## config.mk

```make
export PLATFORM = sky130hd
export DESIGN_NAME = updown_count_ctrl_flat
export DESIGN_NICKNAME = d
export VERILOG_FILES = /design/src/rtl/updown_count_ctrl_if.sv /design/src/rtl/updown_count_ctrl.sv /design/src/flat_wrapper.sv
export SDC_FILE = /design/constraint.sdc
export NUM_CORES = 1
export LEC_CHECK = 0
export BUFFER_PORTS_ARGS = -buffer_cell sky130_fd_sc_hd__buf_4
export CAP_MARGIN = 20
export CORE_AREA = 2 2 39 41
export CTS_CLUSTER_DIAMETER = 30
export CTS_CLUSTER_SIZE = 16
export DETAILED_ROUTE_END_ITERATION = 12
export DIE_AREA = 0 0 41 43
export HOLD_SLACK_MARGIN = 0.02
export PLACE_DENSITY = 0.73
export SLEW_MARGIN = 20
export SYNTH_ARGS = -nofsm -noshare
export SYNTH_HDL_FRONTEND = slang
export SYNTH_SLANG_ARGS = --single-unit
export TNS_END_PERCENT = 20
```

## constraint.sdc

```tcl
create_clock -name clk -period 2.3 [get_ports clk]
set_clock_uncertainty 0.1 [all_clocks]
set_input_delay 0.23 -clock clk [delete_from_list [all_inputs] [get_ports clk]]
set_output_delay 0.23 -clock clk [all_outputs]
set_load 0.01 [all_outputs]
```

## src/rtl/updown_count_ctrl_if.sv

```systemverilog
// Command channel into the up/down counter sequencer: valid/ready handshake
// carrying the start value, the target value and the count direction.
interface updown_count_ctrl_if #(
    parameter int WIDTH = 3
);
    logic             cmd_valid;
    logic             cmd_ready;
    logic [WIDTH-1:0] cmd_start;
    logic [WIDTH-1:0] cmd_end;
    logic             cmd_up;

    modport master (
        output cmd_valid, cmd_start, cmd_end, cmd_up,
        input  cmd_ready
    );

    modport slave (
        input  cmd_valid, cmd_start, cmd_end, cmd_up,
        output cmd_ready
    );
endinterface

```

## src/rtl/updown_count_ctrl.sv

```systemverilog
// Sequencer for a loadable up/down counter: loads start, steps once every DIV
// cycles toward end (wrapping), then pulses done; abort cancels a command.
module updown_count_ctrl #(
    parameter int WIDTH = 3,
    parameter int DIV   = 1
) (
    input  logic                      clk,
    input  logic                      reset,
    updown_count_ctrl_if.slave        cmd,
    input  logic                      pause,
    input  logic                      abort,
    output logic                      cnt_load,
    output logic [WIDTH-1:0]          cnt_data,
    output logic                      cnt_en,
    output logic                      cnt_up_down,
    input  logic [WIDTH-1:0]          cnt_value,
    output logic                      busy,
    output logic                      done,
    output logic                      aborted
);
    localparam int              PW         = $clog2(DIV + 1);
    localparam logic [PW-1:0]   PRE_RELOAD = PW'(DIV - 1);

    typedef enum logic [1:0] {IDLE, LOAD, RUN, DONE} state_t;

    state_t           state, state_nxt;
    logic [WIDTH-1:0] start_q, end_q;
    logic             up_q;
    logic [PW-1:0]    presc;
    logic             at_end;

    assign at_end = (cnt_value == end_q);

    always_ff @(posedge clk or posedge reset) begin
        if (reset) state <= IDLE;
        else       state <= state_nxt;
    end

    // abort outranks the end check, which outranks pause and the prescaler
    always_comb begin
        state_nxt = state;
        cnt_en    = 1'b0;
        case (state)
            IDLE: if (cmd.cmd_valid) state_nxt = LOAD;
            LOAD: state_nxt = abort ? IDLE : RUN;
            RUN: begin
                if (abort)                       state_nxt = IDLE;
                else if (at_end)                 state_nxt = DONE;
                else if (!pause && presc == '0)  cnt_en = 1'b1;
            end
            DONE: state_nxt = IDLE;
            default: state_nxt = IDLE;
        endcase
    end

    always_ff @(posedge clk or posedge reset) begin
        if (reset) begin
            start_q <= '0;
            end_q   <= '0;
            up_q    <= 1'b0;
            presc   <= '0;
            aborted <= 1'b0;
        end else begin
            aborted <= abort && (state == LOAD || state == RUN);
            if (state == IDLE && cmd.cmd_valid) begin
                start_q <= cmd.cmd_start;
                end_q   <= cmd.cmd_end;
                up_q    <= cmd.cmd_up;
            end
            if (state == LOAD)
                presc <= PRE_RELOAD;
            else if (state == RUN && !abort && !at_end && !pause)
                presc <= (presc == '0) ? PRE_RELOAD : presc - 1'b1;
        end
    end

    assign cmd.cmd_ready = (state == IDLE);
    assign cnt_load      = (state == LOAD);
    assign cnt_data      = cnt_load ? start_q : '0;
    assign cnt_up_down   = (state == RUN) && up_q;
    assign busy          = (state != IDLE);
    assign done          = (state == DONE);
endmodule

```

## src/flat_wrapper.sv

```systemverilog
// flat-port wrapper written by rule: the top's interface ports become plain ports
module updown_count_ctrl_flat 
#(
    parameter int WIDTH = 3,
    parameter int DIV   = 1
)
  (clk, reset, pause, abort, cnt_load, cnt_data, cnt_en, cnt_up_down, cnt_value, busy, done, aborted, cmd_cmd_valid, cmd_cmd_start, cmd_cmd_end, cmd_cmd_up, cmd_cmd_ready);
  updown_count_ctrl_if #(.WIDTH(WIDTH)) cmd_i ();
  input  logic clk;
  input  logic reset;
  input  logic pause;
  input  logic abort;
  output logic cnt_load;
  output logic [WIDTH-1:0] cnt_data;
  output logic cnt_en;
  output logic cnt_up_down;
  input  logic [WIDTH-1:0] cnt_value;
  output logic busy;
  output logic done;
  output logic aborted;
  input wire logic [$bits(cmd_i.cmd_valid)-1:0] cmd_cmd_valid;
  input wire logic [$bits(cmd_i.cmd_start)-1:0] cmd_cmd_start;
  input wire logic [$bits(cmd_i.cmd_end)-1:0] cmd_cmd_end;
  input wire logic [$bits(cmd_i.cmd_up)-1:0] cmd_cmd_up;
  output wire logic [$bits(cmd_i.cmd_ready)-1:0] cmd_cmd_ready;
  assign cmd_i.cmd_valid = cmd_cmd_valid;
  assign cmd_i.cmd_start = cmd_cmd_start;
  assign cmd_i.cmd_end = cmd_cmd_end;
  assign cmd_i.cmd_up = cmd_cmd_up;
  assign cmd_cmd_ready = cmd_i.cmd_ready;
  updown_count_ctrl #(.WIDTH(WIDTH), .DIV(DIV)) u_core (.clk(clk), .reset(reset), .cmd(cmd_i), .pause(pause), .abort(abort), .cnt_load(cnt_load), .cnt_data(cnt_data), .cnt_en(cnt_en), .cnt_up_down(cnt_up_down), .cnt_value(cnt_value), .busy(busy), .done(done), .aborted(aborted));
endmodule
```

; After elaboration in Yosys (flattened, before gate mapping)
; Index checks and enable logic that the tools add are counted.
[totals]
reg_bits = 11
in_bits = 15
out_inout_bits = 10
elab_cells = 42
[classes]
addsub = 1
eq_ne = 6
muxes = 13
n_bitwise = 1
n_reduce_logical = 15
[op_table]
columns = cell, count
row1 = $mux W2, 4
row2 = $pmux W2 S4, 1
row3 = $logic_and A1 B1 Y1, 7
row4 = $mux W1, 7
row5 = $eq A2 B2 Y1 const B, 2
row6 = $reduce_bool A2 Y1, 2
row7 = $eq A3 B3 Y1, 1
row8 = $logic_not A1 Y1, 3
row9 = $mux W3, 1
row10 = $ne A3 B2 Y1 const B, 1
row11 = $eq A2 B1 Y1 const B, 1
row12 = $logic_not A2 Y1, 1
row13 = $ne A2 B2 Y1 const B, 1
row14 = $reduce_and A2 Y1, 1
row15 = $logic_or A1 B1 Y1, 1
row16 = $not A1 Y1, 1
row17 = $sub A1 B1 Y1 const B, 1

; Longest topological paths before layout
; Gate-level depths: netlist of run 1.
[depth]
ltp_word = 6
ltp_mapped = 5
ltp_nobuf = 5

; Worst setup path after synthesis of run 1
; OpenSTA, ideal clock, no wires.
[synth_path]
path_type = reg-to-reg
start = register u_core.state[0]
end = register u_core.end_q[0]
setup_time_ns = 0.125
t_arrival_ns = 1.273
required_ns = 2.075
path_slack_ns = 0.802
stages_incl_launch_ff = 5
n_path_buf = 0
synth_period_minus_slack_ns = 1.498
cell_sequence = dfrtp_1 > inv_1 > ha_1 > nand2_1 > mux2_2
[synth_between]
elab_chain_len = 2
[synth_lines]
columns = element, line_no
row1 = "start, declared", updown_count_ctrl.sv:26  ; state_t state, state_nxt;
row2 = "start signal, assigned", updown_count_ctrl.sv:36  ; else state <= state_nxt;
row3 = $logic_not A2 Y1, -
row4 = named net cmd_cmd_ready, flat_wrapper.sv:25  ; output wire logic [$bits(cmd_i.cmd_ready)-1:0] cmd_cmd_ready;
row5 = $logic_and A1 B1 Y1, updown_count_ctrl.sv:65  ; if (state == IDLE && cmd.cmd_valid) begin
row6 = "end signal, assigned", updown_count_ctrl.sv:67  ; end_q <= cmd.cmd_end;
row7 = "end, declared", updown_count_ctrl.sv:27  ; logic [WIDTH-1:0] start_q, end_q;
; The timed path passes the listed nets, and every way through them passes these cells.
; A chain may end at the register's enable or synchronous reset.

; Final worst setup path of run 1
[layout_path]
start = register u_core.state[0]
end = output cnt_en
[layout_between]
elab_chain_len = 2
[layout_lines]
columns = element, line_no
row1 = $eq A2 B2 Y1, updown_count_ctrl.sv:43  ; case (state)
row2 = $mux W1, updown_count_ctrl.sv:43
row3 = "end, declared", flat_wrapper.sv:15  ; output logic cnt_en;
; No other way between the ends.

==> impl_metrics.env, run 1 <==
export IMPL_dp_hpwl_um=837
export IMPL_synthToLayoutAreaGrowth_pct=43.3
export IMPL_cellLeakagePower_nw=0.383
export IMPL_cp_slowest_stage_delay_ps=400
export IMPL_netlist_area_leader_share_pct=46.5
export IMPL_pwr_density_cell_nw_per_um2=1240
export IMPL_postCtsSetupBuffers=0
export IMPL_setup_tns_ps=0
export IMPL_drtPass1Iterations=4
export IMPL_p_int_w=0.000610
export IMPL_antenna_found_initial=0
export IMPL_yosys_cell_types_count=16
export IMPL_min_path_cells=2
export IMPL_synth_compound_area_share_pct=9.30
export IMPL_grt_usage_pct=14.3
export IMPL_die_area_um2=1760
export IMPL_whs_ps=99.0
export IMPL_hold_violations=0
export IMPL_async_flop_share_pct=100
export IMPL_synth_top_family_by_area="multiplexers"
export IMPL_synthTopCellsByArea="dfrtp_1, mux2_2, ha_1, and2_1, xnor2_1"
export IMPL_start_kind="register"
export IMPL_vias_per_cell=4.86
export IMPL_core_area_um2=1380
export IMPL_cts_tree="done"
export IMPL_synth_top_area_cell="dfrtp_1"
export IMPL_cts_buffer_depth=2
export IMPL_ctsResizeCount=0
export IMPL_via_count=437
export IMPL_synth_most_common_cell="dfrtp_1"
export IMPL_required_ps=1970
export IMPL_fin_cells=90
export IMPL_ys_seq_elements=10
export IMPL_synthAdderAreaFrac_pct=9.30
export IMPL_reg2regPathDepth=4
export IMPL_power_switching_w=0.000346
export IMPL_place_area_um2=738
export IMPL_grt_pass1_wl_mm=1.69
export IMPL_synthTopCellsByCount="dfrtp_1, mux2_2, and2_1"
export IMPL_pre_cts_ws_ps=671
export IMPL_cts_root_buffer="clkbuf_4"
export IMPL_hold_path_class="in2reg"
export IMPL_cp_slowest_cell="dfrtp_1"
export IMPL_grt_pass1_vias=424
export IMPL_slew_headroom_pct=74.9
export IMPL_synth_ff_type="dfrtp_1"
export IMPL_cts_max_level=1
export IMPL_syn_instance_count=46
export IMPL_worstPathMaxFanout=4
export IMPL_start_util_pct=38.9
export IMPL_p_comb_share_pct=55.5
export IMPL_finalSetupViolCount=0
export IMPL_detail_route_antenna_nets=0
export IMPL_dpl_cell_count=86
export IMPL_crit_arrival_ps=1590
export IMPL_maxCapViolations=0
export IMPL_grt_overflow=0
export IMPL_cts_made_buffers=3
export IMPL_drt_iter0_markers=1
export IMPL_nNetsFinal=95
export IMPL_drive_gt1_share_pct=45.9
export IMPL_yosys_warnings=0
export IMPL_synthMuxAreaShare_pct=14.7
export IMPL_synth_simple_area_share_pct=12.6
export IMPL_switching_share_pct=36.2
export IMPL_worstPathCellList="inv_1 -> ha_1 -> nand2b_1 -> a311oi_1 -> buf_4"
export IMPL_status="finished, final reports clean"
export IMPL_synthXorXnorAreaFrac_pct=4.88
export IMPL_grt_max_degree=11
export IMPL_worst_pin_slew_ps=376
export IMPL_ys_seq_area_share_pct=46.5
export IMPL_path_delay_family="flip-flops"
export IMPL_fp_row_count=14
export IMPL_rsz0062_at_grt="no"
export IMPL_endpoint_kind="output port"
export IMPL_cts_clk_slew_worst_paths_ps=60
export IMPL_final_period_utilization_pct=83.6
export IMPL_setup_ws_ps=376
export IMPL_synth_area_per_cell_um2=11.7
export IMPL_pwr_share_clk_pct=11.8
export IMPL_port_buffers=24
export IMPL_p_seq_share_pct=32.8
export IMPL_critPathBufInv=2
export IMPL_slew_violations=0
export IMPL_drc=0
export IMPL_critPathKind="reg2out"
export IMPL_io_pins=25
export IMPL_fmax_ghz=0.520
export IMPL_routedWlPerCell_um=11.5
export IMPL_ir_worst_vdd_mv=0.503
export IMPL_synth_edf_count=0
export IMPL_wirelength_mm=1.03
export IMPL_gp_congestion=0.746
export IMPL_fillers=136
export IMPL_clock_latency_ps=250
export IMPL_final_area_um2=771
export IMPL_diodes=0
export IMPL_cts_sinks=10
export IMPL_synth_fp_nets=65
export IMPL_fp_dieW_um=41
export IMPL_period_needed_ps=1920
export IMPL_netlist_area_um2=538
export IMPL_cp_depth=5
export IMPL_die_y_um=43
[registers in the layout, summed over array words and instances (netlist names)]
| register | flops |
|---|---|
| u_core.state | 2 |
| u_core.start_q | 3 |
| u_core.end_q | 3 |
| u_core.up_q | 1 |
| u_core.aborted | 1 |
[path summary, 6_finish.rpt]
check | from | endpoint | slack [ps]
worst max-delay path | u_core.state[0] | cnt_en | 380
worst min-delay path | abort | u_core.aborted | 100
worst max register to register | u_core.state[0] | u_core.end_q[1] | 710
worst min register to register | u_core.up_q | u_core.up_q | 400
max in group asynchronous | reset | u_core.state[0] | 1430
min in group asynchronous | reset | u_core.start_q[0] | 400
[final cells by class]
class	instances	area [um^2]	area share, %
flip-flops and latches	10	250	32.5
well taps	16	20.0	2.60
clock buffers	3	22.5	2.92
repair buffers	25	190	24.7
multi-input cells	32	273	35.4
inverters	4	15.0	1.95
[through the flow]
stage,utilization (%),total power [W]
2_1_floorplan,-,0.000647
4_1_cts,55.7,0.000972
3_5_place_dp,53.3,0.000852
3_3_place_gp,53.3,0.000841
5_1_grt,55.7,0.00104
6_report,55.7,0.000956
[cell usage in the layout (no fill, tap or decap), types with 2 or more instances in the layout]
cell type	count
a311oi_1	2
and2_1	5
buf_4	24
clkbuf_4	3
dfrtp_1	10
ha_1	4
inv_1	4
mux2_2	7
nand2b_1	2
nor2_1	2
xnor2_1	3
[cell families (layout without fill, tap and decap cells)]
kind of cell / Yosys count / count (layout)
flip-flops: 10 / 10
adder cells (fa/ha/maj): 4 / 4
buffers and inverters: 4 / 32
AO/OA/AOI/OAI: 6 / 6
XOR/XNOR: 3 / 3
AND/OR/NAND/NOR: 12 / 12
multiplexers: 7 / 7
[power groups by stage]
stage / clock, W / sequential (W) / combinational (W)
after CTS: 0.000119 / 0.000314 / 0.000540
after global placement: 0 / 0.000316 / 0.000525
after detailed placement: 0 / 0.000317 / 0.000535
after global routing: 0.000127 / 0.000326 / 0.000585
final: 0.000113 / 0.000313 / 0.000530
after floorplan: 0 / 0.000309 / 0.000338
[routing by layer]
metal | vias up | track usage (%) | wire (um)
met5 | - | 0 | 0
met2 | 14 | 23.1 | 532
met1 | 206 | 17.2 | 436
met3 | 0 | 4.71 | 66
met4 | 0 | 4.00 | 0
li1 | 217 | - | -
[timing repair]
action	CTS	global route
hold buffers	1	0
setup endpoints to repair	0	0
hold endpoints to repair	10	0
No activity file was read; power rests on OpenSTA's default activity.
==> run 2, diff against run 1 <==
Settings changed: CORE_AREA 2 2 39 41 to unset, CORE_MARGIN set to 2, CORE_UTILIZATION set to 39, DIE_AREA 0 0 41 43 to unset.
Clock period 2.3 ns to 1.6 ns, I/O delays scaled along.
==> run 2 against run 1 <==
The flow now finishes with violations (setup timing). Register-to-register slack lost 650 ps. Cell area grew 20%. Count of clock-buffer cells in the layout grew 1. Clock power grew 110%. Utilization grew 15 points. Non-clock buffer count grew 10. Global-route usage grew 3.4 points. Sequential share of layout area shrank 5.4 points. Wire length grew 18%. Critical endpoint is now busy.
==> impl_metrics.env, run 2 (synthesis results as in run 1) <==
export IMPL_io_pins=25
export IMPL_required_ps=1340
export IMPL_p_seq_share_pct=28.5
export IMPL_cellLeakagePower_nw=0.449
export IMPL_via_count=480
export IMPL_worstHoldStart="cmd_cmd_end[1]"
export IMPL_pwr_share_clk_pct=14.5
export IMPL_core_area_um2=1300
export IMPL_pwr_density_cell_nw_per_um2=1750
export IMPL_drt_iter0_markers=1
export IMPL_grt_usage_pct=17.7
export IMPL_worstPathMaxFanout=4
export IMPL_diodes=0
export IMPL_nNetsFinal=105
export IMPL_grt_pass1_wl_mm=1.84
export IMPL_final_area_um2=925
export IMPL_cts_sinks=10
export IMPL_switching_share_pct=35.8
export IMPL_place_area_um2=764
export IMPL_fp_dieW_um=41.1
export IMPL_cp_slowest_stage_delay_ps=420
export IMPL_start_util_pct=41.3
export IMPL_grt_overflow=0
export IMPL_maxCapViolations=0
export IMPL_setup_ws_ps=-27.6
export IMPL_drive_gt1_share_pct=51.8
export IMPL_cts_tree="done"
export IMPL_power_w=0.00161
export IMPL_cts_buffer_depth=2
export IMPL_power_switching_w=0.000577
export IMPL_detail_route_antenna_nets=0
export IMPL_regToRegStartpoint="u_core.state[1]"
export IMPL_rsz0062_at_grt="yes"
export IMPL_final_cell_mix="buf_4, dfrtp_1, dlygate4sd3_1"
export IMPL_top_regs="u_core.end_q: 3 flops, u_core.start_q: 3 flops, u_core.state: 2 flops"
export IMPL_ir_worst_vdd_mv=1.05
export IMPL_cts_clk_slew_worst_paths_ps=70
export IMPL_worstPathCellList="inv_1 -> ha_1 -> buf_4 -> inv_1 -> buf_4"
export IMPL_final_common_cell="buf_4"
export IMPL_slew_headroom_pct=72.8
export IMPL_grt_pass1_vias=434
export IMPL_fmax_ghz=0.614
export IMPL_final_util_pct=71.1
export IMPL_endpoint_kind="output port"
export IMPL_grt_max_degree=11
export IMPL_crit_arrival_ps=1370
export IMPL_worst_pin_slew_ps=408
export IMPL_finalSetupViolCount=2
export IMPL_cts_made_buffers=3
export IMPL_fp_row_count=13
export IMPL_cts_root_buffer="clkbuf_4"
export IMPL_period_needed_ps=1630
export IMPL_drtPass1Iterations=2
export IMPL_gp_congestion=0.768
export IMPL_cts_max_level=1
export IMPL_ff2ff_setup_slack_ps=60
export IMPL_start_kind="register"
export IMPL_final_period_utilization_pct=102
export IMPL_status="finished with violations"
export IMPL_antenna_found_initial=0
export IMPL_hold_violations=0
export IMPL_die_area_um2=1690
export IMPL_hold_end="u_core.end_q[1]"
export IMPL_r2r_end="u_core.state[0]"
export IMPL_drc=0
export IMPL_die_y_um=41.1
export IMPL_reg2regPathDepth=6
export IMPL_critPathKind="reg2out"
export IMPL_vias_per_cell=4.80
export IMPL_hold_path_class="in2reg"
export IMPL_clock_latency_ps=270
export IMPL_min_path_cells=2
export IMPL_routedWlPerCell_um=12.3
export IMPL_failed_checks="setup timing"
export IMPL_cp_slowest_cell="dfrtp_1"
export IMPL_slew_violations=0
export IMPL_p_comb_share_pct=57.1
export IMPL_port_buffers=24
export IMPL_wirelength_mm=1.23
export IMPL_p_int_w=0.00104
export IMPL_synthToLayoutAreaGrowth_pct=71.9
run 2: metal layers:
layer	track usage (%)	up-vias	wire, um
li1	-	237	-
met5	0	-	0
met4	7.26	0	22
met3	4.89	2	62
met2	32.8	15	655
met1	18.4	226	485
run 2: per-stage QoR:
stage | std cells | setup WS, ps | setup TNS, ps | hold WS (ps)
final | 100 | -27.6 | -38.4 | 21.1
after global routing | 100 | -104 | -330 | 18.7
after CTS | 99 | -26.6 | -43.9 | 21.1
after detailed placement | 87 | 51.1 | 0 | 74.3
after global placement | 87 | 115 | 0 | 69.3
after floorplan | 46 | 102 | 0 | -99.8
run 2: repair_timing:
action / 4_1_cts / 5_1_grt
cloned: 0 / 0
pin swaps: 1 / 0
endpoints found under the hold margin: 16 / 1
endpoints found under the setup margin: 3 / 6
resized for setup: 6 / 1
hold buffers: 7 / 1
setup buffers: 1 / 0
run 2: final cells by class:
| class | count | area, um^2 |
|---|---|---|
| fillers | 95 | 377 |
| multi-input cells | 32 | 309 |
| repair buffers | 35 | 295 |
| flip-flops and latches | 10 | 250 |
| clock buffers | 4 | 36.3 |
| well taps | 15 | 18.8 |
| inverters | 4 | 15.0 |
run 2: worst max path at each step:
stage	from	endpoint	cells past startpoint
after floorplan	u_core.state[0]	u_core.end_q[0]	4
after global placement	u_core.state[1]	u_core.state[1]	5
after global routing	u_core.state[0]	cnt_en	5
final	u_core.state[1]	busy	5
after CTS	u_core.state[0]	cnt_en	5
after detailed placement	u_core.state[0]	cnt_en	5
run 2: worst max-delay path, delay by kind of cell, from the launching register on:
family | cells | cell delay (ps)
buffers and inverters | 4 | 480
DFF | 1 | 420
adders and majority gates | 1 | 200
run 2: power by group through the flow:
| stage | sequential (W) | clock, W | combinational (W) |
|---|---|---|---|
| final | 0.000459 | 0.000233 | 0.000921 |
| after CTS | 0.000456 | 0.000239 | 0.000920 |
| after detailed placement | 0.000461 | 0 | 0.000832 |
| after floorplan | 0.000444 | 0 | 0.000486 |
| after global routing | 0.000473 | 0.000251 | 0.00101 |
| after global placement | 0.000454 | 0 | 0.000818 |
==> run 3, diff against run 2 <==
Settings changed: ABC_AREA set to 1, CORE_UTILIZATION 39 to 42, CTS_BUF_LIST set to sky130_fd_sc_hd__clkbuf_4, PLACE_DENSITY 0.73 to 0.76.
==> run 3 against run 2 <==
The flow now finishes without violations. Synthesized cell count rose by 41%. Power fell by 8.4%. Final cell count rose by 17%. Via count rose by 9.8%. Synthesized area rose by 2.3%. Highest routed layer unchanged. Cell area fell by 5.7%. Largest power group unchanged. Count of clock-buffer cells in the layout fell by 1. Register-to-register slack improved by 30 ps. Global-route usage rose by 0.44 points. Fmax rose by 5.2%.
==> impl_metrics.env, run 3 <==
export IMPL_status="finished, final reports clean"
export IMPL_min_path_cells=2
export IMPL_cts_clk_slew_worst_paths_ps=70
export IMPL_die_area_um2=1620
export IMPL_ir_worst_vdd_mv=0.950
export IMPL_netlist_area_leader_share_pct=45.5
export IMPL_grt_max_degree=11
export IMPL_yosys_cell_types_count=14
export IMPL_synth_most_common_cell="nand2_1"
export IMPL_required_ps=1340
export IMPL_grt_pass1_vias=475
export IMPL_start_util_pct=43.4
export IMPL_multi_input_area_um2=263
export IMPL_gp_congestion=0.786
export IMPL_grt_usage_pct=18.1
export IMPL_ys_seq_elements=10
export IMPL_fin_cells=117
export IMPL_finalSetupViolCount=0
export IMPL_synthToLayoutAreaGrowth_pct=58.4
export IMPL_power_w=0.00148
export IMPL_worstPathMaxFanout=3
export IMPL_fp_row_count=13
export IMPL_critPathKind="reg2out"
export IMPL_core_area_um2=1270
export IMPL_synth_fp_nets=84
export IMPL_cellLeakagePower_nw=0.498
export IMPL_worst_pin_slew_ps=386
export IMPL_port_buffers=24
export IMPL_synthTopCellsByArea="dfrtp_1, nand2_1, mux2_2, ha_1, inv_1"
export IMPL_cts_tree="done"
export IMPL_drc=0
export IMPL_reg2regPathDepth=4
export IMPL_top_regs="u_core.end_q: 3 flops, u_core.start_q: 3 flops, u_core.state: 2 flops"
export IMPL_grt_overflow=0
export IMPL_hold_path_class="in2reg"
export IMPL_fmax_ghz=0.647
export IMPL_cp_depth=7
export IMPL_drive_gt1_share_pct=42.2
export IMPL_start_kind="register"
export IMPL_die_y_um=40.2
export IMPL_synth_ff_type="dfrtp_1"
export IMPL_cp_common_cell="nor2_1"
export IMPL_synthTopCellsByCount="nand2_1, inv_1, dfrtp_1"
export IMPL_regToRegStartpoint="u_core.state[1]"
export IMPL_synth_area_per_cell_um2=8.47
export IMPL_yosys_warnings=0
export IMPL_syn_instance_count=65
export IMPL_dp_hpwl_um=875
export IMPL_seq_area_um2=251
export IMPL_period_needed_ps=1550
export IMPL_final_period_utilization_pct=96.7
export IMPL_antenna_found_initial=0
export IMPL_cts_made_buffers=3
export IMPL_diodes=0
export IMPL_fp_dieW_um=40.2
export IMPL_worstPathCellList="inv_2 -> ha_4 -> inv_1 -> nor2_1 -> nand2_1 -> nor2_1 -> buf_4"
export IMPL_drtPass1Iterations=4
export IMPL_rsz0062_at_grt="yes"
export IMPL_dpl_cell_count=104
export IMPL_critPathBufInv=3
export IMPL_drt_iter0_markers=3
export IMPL_crit_arrival_ps=1290
export IMPL_cts_sinks=10
export IMPL_ys_seq_area_share_pct=45.5
export IMPL_cp_slowest_stage_delay_ps=390
export IMPL_cts_root_buffer="clkbuf_4"
export IMPL_pwr_density_cell_nw_per_um2=1700
export IMPL_slew_headroom_pct=74.2
export IMPL_cts_max_level=1
export IMPL_nNetsFinal=122
export IMPL_cts_buffer_depth=2
export IMPL_hold_end="u_core.end_q[1]"
export IMPL_routedWlPerCell_um=12.0
export IMPL_r2r_end="u_core.start_q[0]"
export IMPL_path_delay_family="flip-flops"
export IMPL_clock_latency_ps=280
export IMPL_synth_top_area_cell="dfrtp_1"
export IMPL_cp_slowest_cell="dfrtp_1"
export IMPL_maxCapViolations=0
export IMPL_worstHoldStart="cmd_cmd_end[1]"
export IMPL_fillers=109
export IMPL_via_count=527
export IMPL_hold_violations=0
export IMPL_final_common_cell="buf_4"
export IMPL_grt_pass1_wl_mm=1.84
export IMPL_slew_violations=0
export IMPL_wirelength_mm=1.41
export IMPL_ff2ff_setup_slack_ps=90
export IMPL_vias_per_cell=4.50
export IMPL_async_flop_share_pct=100
export IMPL_endpoint_kind="output port"
export IMPL_synth_edf_count=0
export IMPL_io_pins=25
export IMPL_final_cell_mix="buf_4, nand2_1, inv_1"
export IMPL_detail_route_antenna_nets=0
export IMPL_netlist_area_um2=551
## run 3: cell count changes in the layout (fill, tap and decap cells not counted), sizes merged, moves of 3 or more
cell and change:
nor2 +3, dlygate4sd3 -3, inv +10, nand2 +17, nand3 +3, and2 -5
## run 3: power breakdown
part | internal [W] | switching, W | leakage [nW]
clock | 0.0000905 | 0.0000928 | 0.0154
combinational | 0.000427 | 0.000409 | 0.365
sequential | 0.000381 | 0.0000774 | 0.117
total | 0.000899 | 0.000580 | 0.498
## run 3: timing repair
| item | CTS | global route |
|---|---|---|
| setup buffers | 2 | 2 |
| hold buffers | 5 | 0 |
| setup endpoints to repair | 1 | 4 |
| pin swaps | 1 | 0 |
| gates resized for setup | 1 | 4 |
| hold endpoints to repair | 14 | 0 |
## run 3: through the flow
stage                     area (um^2)  hold WS [ps]  TNS [ps]  utilization [%]  setup slack [ps]
after floorplan                   551         -99.8         0                -               166
after global placement            749          57.0         0             59.1               166
after detailed placement          749          59.7         0             59.1               127
after CTS                         843          20.5         0             66.5             0.771
after global routing              872          22.5     -78.8             68.7             -27.0
final                             872          14.5         0             68.7              53.5
## run 3: routing by layer
layer  GRT usage [%]  routed length, um  share of wire, %
met1            19.1                512                36
met2            31.0                781                55
met3            8.33                 98               7.0
met4            7.50                 16               1.1
met5               0                  0                 0
## run 3: kinds of logic (layout without fill, tap and decap cells)
| logic type | Yosys count | count (layout) | synth area share, % |
|---|---|---|---|
| AND/OR/NAND/NOR | 28 | 28 | 21.4 |
| buffers and inverters | 14 | 51 | 9.55 |
| flip-flops | 10 | 10 | 45.5 |
| XOR/XNOR | 1 | 1 | 1.59 |
| AO/OA/AOI/OAI | 3 | 3 | 2.73 |
| adder cells (fa/ha/maj) | 4 | 4 | 9.09 |
| multiplexers | 5 | 5 | 10.2 |
## run 3: worst max-delay path by stage
stage	from	to	slack (ps)
finish	u_core.state[0]	cnt_en	50
CTS	u_core.state[0]	cnt_en	0.8
floorplan	u_core.state[0]	u_core.end_q[1]	170
global placement	u_core.state[0]	u_core.end_q[1]	170
detailed placement	u_core.state[0]	u_core.start_q[1]	130
global route	u_core.state[1]	cnt_data[1]	-30
## run 3: layout make-up
class                      count  area share (%)
multi-input combinational     41            30.1
sequential                    10            28.8
tap                           15            2.15
clock inverter                 1           0.430
timing repair buffer          33            29.8
inverter                      14            6.03
clock buffer                   3            2.58
